**src/rtl/blink_pkg.sv**
```systemverilog
`default_nettype none
// ============================================================================
//  Module      : blink_pkg
//  Description : Shared types for the LED pattern bank: the channel mode
//                encoding and the configuration FSM state encoding.
//  Revision    : 1.0 - initial release
// ============================================================================
package blink_pkg;

   // Channel operating mode, encoded exactly as driven on cfg_mode
   typedef enum logic [1:0] {
      MODE_OFF     = 2'd0,
      MODE_ON      = 2'd1,
      MODE_BLINK   = 2'd2,
      MODE_ONESHOT = 2'd3
   } mode_e;

   // Configuration handshake FSM
   typedef enum logic [0:0] {
      ST_IDLE    = 1'b0,
      ST_PENDING = 1'b1
   } cfg_state_e;

endpackage : blink_pkg
`default_nettype wire

```
**src/rtl/blink_chan.sv**
```systemverilog
`default_nettype none
// ============================================================================
//  Module      : blink_chan
//  Description : One LED channel: holds mode/period/duty and a phase counter
//                that advances on each pattern tick; drives a registered LED.
//  Revision    : 1.0 - initial release
// ============================================================================
module blink_chan
   import blink_pkg::*;
#(
   parameter int PERIOD_W = 16
) (
   input  logic                clock,
   input  logic                reset,
   input  logic                tick_i,
   input  logic                load_i,
   input  logic [1:0]          mode_i,
   input  logic [PERIOD_W-1:0] period_i,
   input  logic [PERIOD_W-1:0] duty_i,
   output logic                led_o
);

   localparam logic [PERIOD_W-1:0] c_one = PERIOD_W'(1);

   mode_e               mode_q,   mode_d;
   logic [PERIOD_W-1:0] period_q, period_d;
   logic [PERIOD_W-1:0] duty_q,   duty_d;
   logic [PERIOD_W-1:0] phase_q,  phase_d;
   logic                led_q,    led_d;
   logic [PERIOD_W-1:0] last_phase;

   // Next-state: a load overrides the tick so the loading tick never advances phase
   always_comb begin
      mode_d     = mode_q;
      period_d   = period_q;
      duty_d     = duty_q;
      phase_d    = phase_q;
      // A zero period behaves as a period of one, so the last phase is 0
      last_phase = (period_q == '0) ? '0 : (period_q - c_one);

      if (load_i) begin
         mode_d   = mode_e'(mode_i);
         period_d = period_i;
         duty_d   = duty_i;
         phase_d  = '0;
      end else if (tick_i) begin
         if (phase_q >= last_phase) begin
            phase_d = '0;
         end else begin
            phase_d = phase_q + c_one;
         end
         // A one-shot retires on the tick that brings phase to its last value
         if ((mode_q == MODE_ONESHOT) && (phase_d == last_phase)) begin
            mode_d = MODE_OFF;
         end
      end

      // LED is computed from next-state so it lands one clock after the event
      case (mode_d)
         MODE_OFF: led_d = 1'b0;
         MODE_ON:  led_d = 1'b1;
         default:  led_d = (phase_d < duty_d);
      endcase
   end

   // Channel state registers with asynchronous reset to OFF, period 1
   always_ff @(posedge clock or posedge reset) begin
      if (reset) begin
         mode_q   <= MODE_OFF;
         period_q <= c_one;
         duty_q   <= '0;
         phase_q  <= '0;
         led_q    <= 1'b0;
      end else begin
         mode_q   <= mode_d;
         period_q <= period_d;
         duty_q   <= duty_d;
         phase_q  <= phase_d;
         led_q    <= led_d;
      end
   end

   assign led_o = led_q;

endmodule : blink_chan
`default_nettype wire

```
**src/rtl/blink_bank.sv**
```systemverilog
`default_nettype none
// ============================================================================
//  Module      : blink_bank
//  Description : Bank of independently configured LED pattern channels
//                sharing one tick prescaler and one configuration port whose
//                writes are applied on tick boundaries.
//  Revision    : 1.0 - initial release
// ============================================================================
module blink_bank
   import blink_pkg::*;
#(
   parameter int  CLOCK_FREQ = 12_000_000,
   parameter int  TICK_HZ    = 1000,
   parameter int  CHANNELS   = 4,
   parameter int  PERIOD_W   = 16,
   localparam int CHAN_W     = (CHANNELS > 1) ? $clog2(CHANNELS) : 1
) (
   input  logic                clock,
   input  logic                reset,
   input  logic                cfg_valid,
   output logic                cfg_ready,
   input  logic [CHAN_W-1:0]   cfg_chan,
   input  logic [1:0]          cfg_mode,
   input  logic [PERIOD_W-1:0] cfg_period,
   input  logic [PERIOD_W-1:0] cfg_duty,
   output logic [CHANNELS-1:0] led,
   output logic                tick
);

   localparam int TICK_DIV = CLOCK_FREQ / TICK_HZ;
   localparam int CNT_W    = $clog2(TICK_DIV);

   localparam logic [CNT_W-1:0] c_cnt_last = CNT_W'(TICK_DIV - 1);
   localparam logic [CNT_W-1:0] c_cnt_one  = CNT_W'(1);

   logic [CNT_W-1:0]    cnt_q, cnt_d;
   cfg_state_e          state_q, state_d;
   logic [CHAN_W-1:0]   hold_chan_q,   hold_chan_d;
   mode_e               hold_mode_q,   hold_mode_d;
   logic [PERIOD_W-1:0] hold_period_q, hold_period_d;
   logic [PERIOD_W-1:0] hold_duty_q,   hold_duty_d;
   logic                commit;
   logic [CHANNELS-1:0] load;

   // Tick is a decode of the prescaler, so it is low while reset holds cnt at 0
   assign tick = (cnt_q == c_cnt_last);

   // Prescaler next count: 0..TICK_DIV-1 then wrap
   always_comb begin
      cnt_d = (cnt_q == c_cnt_last) ? '0 : (cnt_q + c_cnt_one);
   end

   // Config FSM: capture in IDLE, apply on the next tick while PENDING
   always_comb begin
      state_d       = state_q;
      hold_chan_d   = hold_chan_q;
      hold_mode_d   = hold_mode_q;
      hold_period_d = hold_period_q;
      hold_duty_d   = hold_duty_q;
      cfg_ready     = 1'b0;
      commit        = 1'b0;

      case (state_q)
         ST_IDLE: begin
            cfg_ready = 1'b1;
            // A transfer in a tick cycle waits for the following tick
            if (cfg_valid) begin
               hold_chan_d   = cfg_chan;
               hold_mode_d   = mode_e'(cfg_mode);
               hold_period_d = cfg_period;
               hold_duty_d   = cfg_duty;
               state_d       = ST_PENDING;
            end
         end
         ST_PENDING: begin
            if (tick) begin
               commit  = 1'b1;
               state_d = ST_IDLE;
            end
         end
         default: state_d = ST_IDLE;
      endcase
   end

   // Prescaler, FSM state and holding register
   always_ff @(posedge clock or posedge reset) begin
      if (reset) begin
         cnt_q         <= '0;
         state_q       <= ST_IDLE;
         hold_chan_q   <= '0;
         hold_mode_q   <= MODE_OFF;
         hold_period_q <= '0;
         hold_duty_q   <= '0;
      end else begin
         cnt_q         <= cnt_d;
         state_q       <= state_d;
         hold_chan_q   <= hold_chan_d;
         hold_mode_q   <= hold_mode_d;
         hold_period_q <= hold_period_d;
         hold_duty_q   <= hold_duty_d;
      end
   end

   // One channel per LED; an index with no matching channel loads nothing
   for (genvar i = 0; i < CHANNELS; i++) begin : g_chan
      assign load[i] = commit && (hold_chan_q == CHAN_W'(i));

      blink_chan #(
         .PERIOD_W (PERIOD_W)
      ) u_chan (
         .clock    (clock),
         .reset    (reset),
         .tick_i   (tick),
         .load_i   (load[i]),
         .mode_i   (hold_mode_q),
         .period_i (hold_period_q),
         .duty_i   (hold_duty_q),
         .led_o    (led[i])
      );
   end : g_chan

endmodule : blink_bank
`default_nettype wire

```
**config.mk**
```make
export PLATFORM = sky130hd
export DESIGN_NAME = blink_bank
export DESIGN_NICKNAME = d
export VERILOG_FILES = /design/src/rtl/blink_pkg.sv /design/src/rtl/blink_chan.sv /design/src/rtl/blink_bank.sv
export SDC_FILE = /design/constraint.sdc
export NUM_CORES = 1
export LEC_CHECK = 0
export ABC_AREA = 1
export CAP_MARGIN = 20
export CORE_MARGIN = 2
export CORE_UTILIZATION = 42
export DETAILED_ROUTE_END_ITERATION = 16
export PLACE_DENSITY = 0.61
export SETUP_SLACK_MARGIN = 0.2
export SYNTH_ARGS = -nofsm -noshare
export SYNTH_HDL_FRONTEND = slang
export SYNTH_SLANG_ARGS = --single-unit
```
**constraint.sdc**
```tcl
create_clock -name clock -period 20.8 [get_ports clock]
set_input_delay 2.08 -clock clock [delete_from_list [all_inputs] [get_ports clock]]
set_output_delay 2.08 -clock clock [all_outputs]
set_load 0.03 [all_outputs]
```
==> implementation parameters <==
Parameter                              Value

Yosys
  Share of synthesized area occupied by flip-flops and latches ... 35.9%
  Synthesized netlist net count ... 2707
  Adder-cell share of the synthesized area ... 9.64%
  Synthesis-stage register bit count ... 255
  Mapped cell area ... 17800 um^2
  Avg Synthesized Cell Area ... 7.03 um^2
  Compound-cell area share of the yosys netlist ... 10.7%
  Synth warnings ... 0
  Number of distinct library cells after synthesis ... 42
  Xor-xnor portion of the synthesized cell area ... 2.76%
  Dominant combinational cell family by area after synthesis ... simple AND/OR/NAND/NOR gates
  Simple-Gate Fraction of Synth Area ... 30.4%
  Mux cell area share after synthesis ... 1.08%
  Cell count after synthesis ... 2531

Status
  Result of the run ... complete, no violations

Drt
  Number of search-and-repair iterations in the first detailed-routing pass ... 7
  Average routed wire per standard cell ... 16.9 um
  Post-detailed-routing wire length ... 52500 um
  Number of remaining DRC errors ... 0
  Via/cell ratio ... 5.25
  Antenna Nets Post-Route ... 0
  Via count ... 16294
  Violation count after the first detailed-route iteration ... 1281

Clock network
  # clock sinks ... 255
  Source-to-sink clock delay at the later pin of the worst-skew pair ... 0.60 ns
  Total CTS buffers ... 30
  H-Tree Level Count ... 1
  Number of buffers between clock root and the deepest sink ... 3
  Number of buffers added to fix hold violations after cts ... 0
  # Post-CTS Setup Buffers ... 0
  TritonCTS clock tree ... done
  Post-cts repair resize count ... 0
  CTS Root Cell ... sky130_fd_sc_hd__clkbuf_16
  Clock transition at the register clock pins on the worst setup and hold paths after CTS ... 0.06 ns

Final layout
  Nets ... 2716
  Most common cell after layout, fill and taps aside ... sky130_fd_sc_hd__nand2_1
  Area of the multi-input gates ... 9700 um^2
  Number of fill cells ... 4198
  Layout Cell Area excl Fill ... 19700 um^2
  Highest-count cells in the layout ignoring fill and taps ... 673 x sky130_fd_sc_hd__nand2_1, 359 x sky130_fd_sc_hd__inv_1, 260 x sky130_fd_sc_hd__nor2_1
  Final design utilization ... 47.2%
  Layout cell share with drive strength beyond 1 ... 4.84%
  P&R area growth vs syn ... 11.0%
  Register area ... 6390 um^2

Power and ir drop
  Portion of total power attributed to sequential cells ... 45.2%
  Combinational share of power ... 1.6%
  Switching fraction of total power ... 21.9%
  Maximum vdd drop ... 73.0 uV
  Net load switching power ... 0.000241 W
  Static power due to leakage ... 10.4 nW
  Clock share of power ... 53.2%
  Int Power ... 0.000858 W
  Power density relative to cell area ... 55.6 nW/um^2

Floorplanning
  # rows ... 75
  I/O pin cnt ... 45
  Die footprint ... 44000 um^2
  Core ar. ... 41900 um^2
  Horiz. Die Dim ... 210 um
  Vertical extent of the die ... 210 um
  Initial Util ... 42.5%

Setup path
  Data arrival at the endpoint of the critical path ... 3.11 ns
  Required time at the endpoint of the critical path ... 18.72 ns
  Critical path start-end classification ... reg -> out
  Endpoint class of the critical path ... output pin
  Sort of element at the start of the critical path ... flip-flop
  Worst-path maximum fanout ... 33

Placed design
  Placer congestion estimate ... 0.922
  Dpl hpwl ... 38600 um
  Number of buffers inserted by port buffering ... 44
  Area after DPL ... 18600 um^2

STA
  Total Neg Setup Slack ... 0 ns
  Clock period minus final worst setup slack ... 5.19 ns
  Final setup violation count ... 0
  Final setup skew ... 0.0307 ns
  Max-Slew Margin vs Limit ... 36.3%
  RSZ-0062 raised after global routing ... no
  Final Hold Fails ... 0
  Post-route clock period utilization ... 25.0%
  Transition time at the pin with the least slew margin ... 0.955 ns
  Highest clock frequency the design can meet ... 0.193 GHz
  Final Max Slew Viols ... 0

GRT
  Maximum number of pins on one net before global-route repair ... 127
  Wire length of the first global-routing pass ... 84400 um
  GRT overflow ... 0
  Vias in the first global route ... 15589
  Number of antenna violations at the first check in global routing ... 3
  GRT Util Overall ... 24.2%

Hold path
  Class of the most critical hold timing path ... reg -> reg

Run
  Count of max-cap constraint violations ... 0
[sequential cells by signal, indices dropped and copies added (netlist names)]
signal / flops
hold_duty_q: 16
hold_period_q: 16
state_q: 1
g_chan.u_chan.led_o: 4
hold_mode_q: 2
hold_chan_q: 2
g_chan.u_chan.mode_q: 8
g_chan.u_chan.period_q: 64
g_chan.u_chan.phase_q: 64
cnt_q: 14
g_chan.u_chan.duty_q: 64
[area by class of cell]
class | instances | area share (%)
antenna | 1 | 0.0127
sequential | 255 | 32.3
multi-input combinational | 1837 | 49.1
clock buffer | 42 | 4.38
clock inverter | 14 | 1.23
timing repair buffer | 52 | 2.57
inverter | 364 | 6.96
tap | 539 | 3.41
[power by group through the flow]
stage | clock network, W | registers (W) | logic, W
2_1_floorplan | 0 | 0.000505 | 0.00000722
3_3_place_gp | 0 | 0.000505 | 0.0000185
3_5_place_dp | 0 | 0.000505 | 0.0000185
4_1_cts | 0.000597 | 0.000496 | 0.0000186
5_1_grt | 0.000617 | 0.000496 | 0.0000202
6_report | 0.000585 | 0.000496 | 0.0000175
[per-stage QoR]
stage | hold slack (ns) | setup slack [ns] | std cells | power (W)
after floorplan | 0.433 | 11.71 | 2531 | 0.000513
after global placement | 0.446 | 15.97 | 3046 | 0.000524
after detailed placement | 0.465 | 15.94 | 3046 | 0.000524
after CTS | 0.478 | 15.55 | 3102 | 0.00111
after global routing | 0.506 | 15.37 | 3103 | 0.00113
final | 0.480 | 15.61 | 3104 | 0.00110
[worst max-delay path: stages, from the launching register on]
cell                              delay, ns
sky130_fd_sc_hd__dfrtp_1               0.38
sky130_fd_sc_hd__ha_1                  0.18
sky130_fd_sc_hd__nand2_1               0.07
sky130_fd_sc_hd__inv_1                 0.07
sky130_fd_sc_hd__nand2_1               0.12
sky130_fd_sc_hd__nor2_4                0.20
sky130_fd_sc_hd__nand2_2               0.18
sky130_fd_sc_hd__inv_2                 0.53
sky130_fd_sc_hd__clkdlybuf4s50_1       0.80
[worst paths after layout]
| kind | slack [ns] | startpoint | to | cells past startpoint |
|---|---|---|---|---|
| min | 0.48 | cnt_q[0]$_DFF_PP0_ | cnt_q[0]$_DFF_PP0_ | 1 |
| max reg2reg | 15.87 | g_chan[3].u_chan.period_q[0]$_DFFE_PP1P_ | g_chan[3].u_chan.led_o$_DFF_PP0_ | 20 |
| max | 15.61 | cnt_q[0]$_DFF_PP0_ | tick | 8 |
| min reg2reg | 0.48 | cnt_q[0]$_DFF_PP0_ | cnt_q[0]$_DFF_PP0_ | 1 |
| min in group asynchronous | 2.02 | reset | g_chan[2].u_chan.phase_q[12]$_DFF_PP0_ | 2 |
| max in group asynchronous | 17.24 | reset | cnt_q[12]$_DFF_PP0_ | 3 |
[kinds of logic after synthesis]
family	after synthesis
simple gates	1261
fa+ha+maj	137
xor+xnor	56
flops	255
compound gates	366
buf+inv	439
mux	17
[per-layer routing]
| metal | vias to the layer above | routed length (um) | GRT usage (%) |
|---|---|---|---|
| met5 | - | 0 | 0 |
| met4 | 0 | 2460 | 10.7 |
| met3 | 112 | 3230 | 3.47 |
| met2 | 452 | 22700 | 37.8 |
| met1 | 7544 | 24000 | 33.5 |
| li1 | 8186 | - | - |
[synthesized netlist by cell type, drive strengths merged]
library cell  count  area [um^2]
a221oi            1         8.76
ha              137         1710
nand2           679         2560
o21ai           210         1050
a211oi            5         37.5
o21a              1         7.51
clkbuf           49          184
nor3             15         86.3
nor4              2         12.5
o221a             1         11.3
buf              26          158
dfstp             4          105
nor3b             2         15.0
dfrtp           251         6280
mux2             17          191
o211ai            1         7.51
nand4            77          503
o21bai            4         30.0
inv             364         1370
nand3           190          966
or2               3         18.8
and3              1         6.26
a21oi           140          716
xor2             43          377
a2111oi           3         26.3
nor2            281         1150
xnor2            13          114
and2              2         12.5
nand3b            9         67.6
No activity file was read; power rests on OpenSTA's default activity.
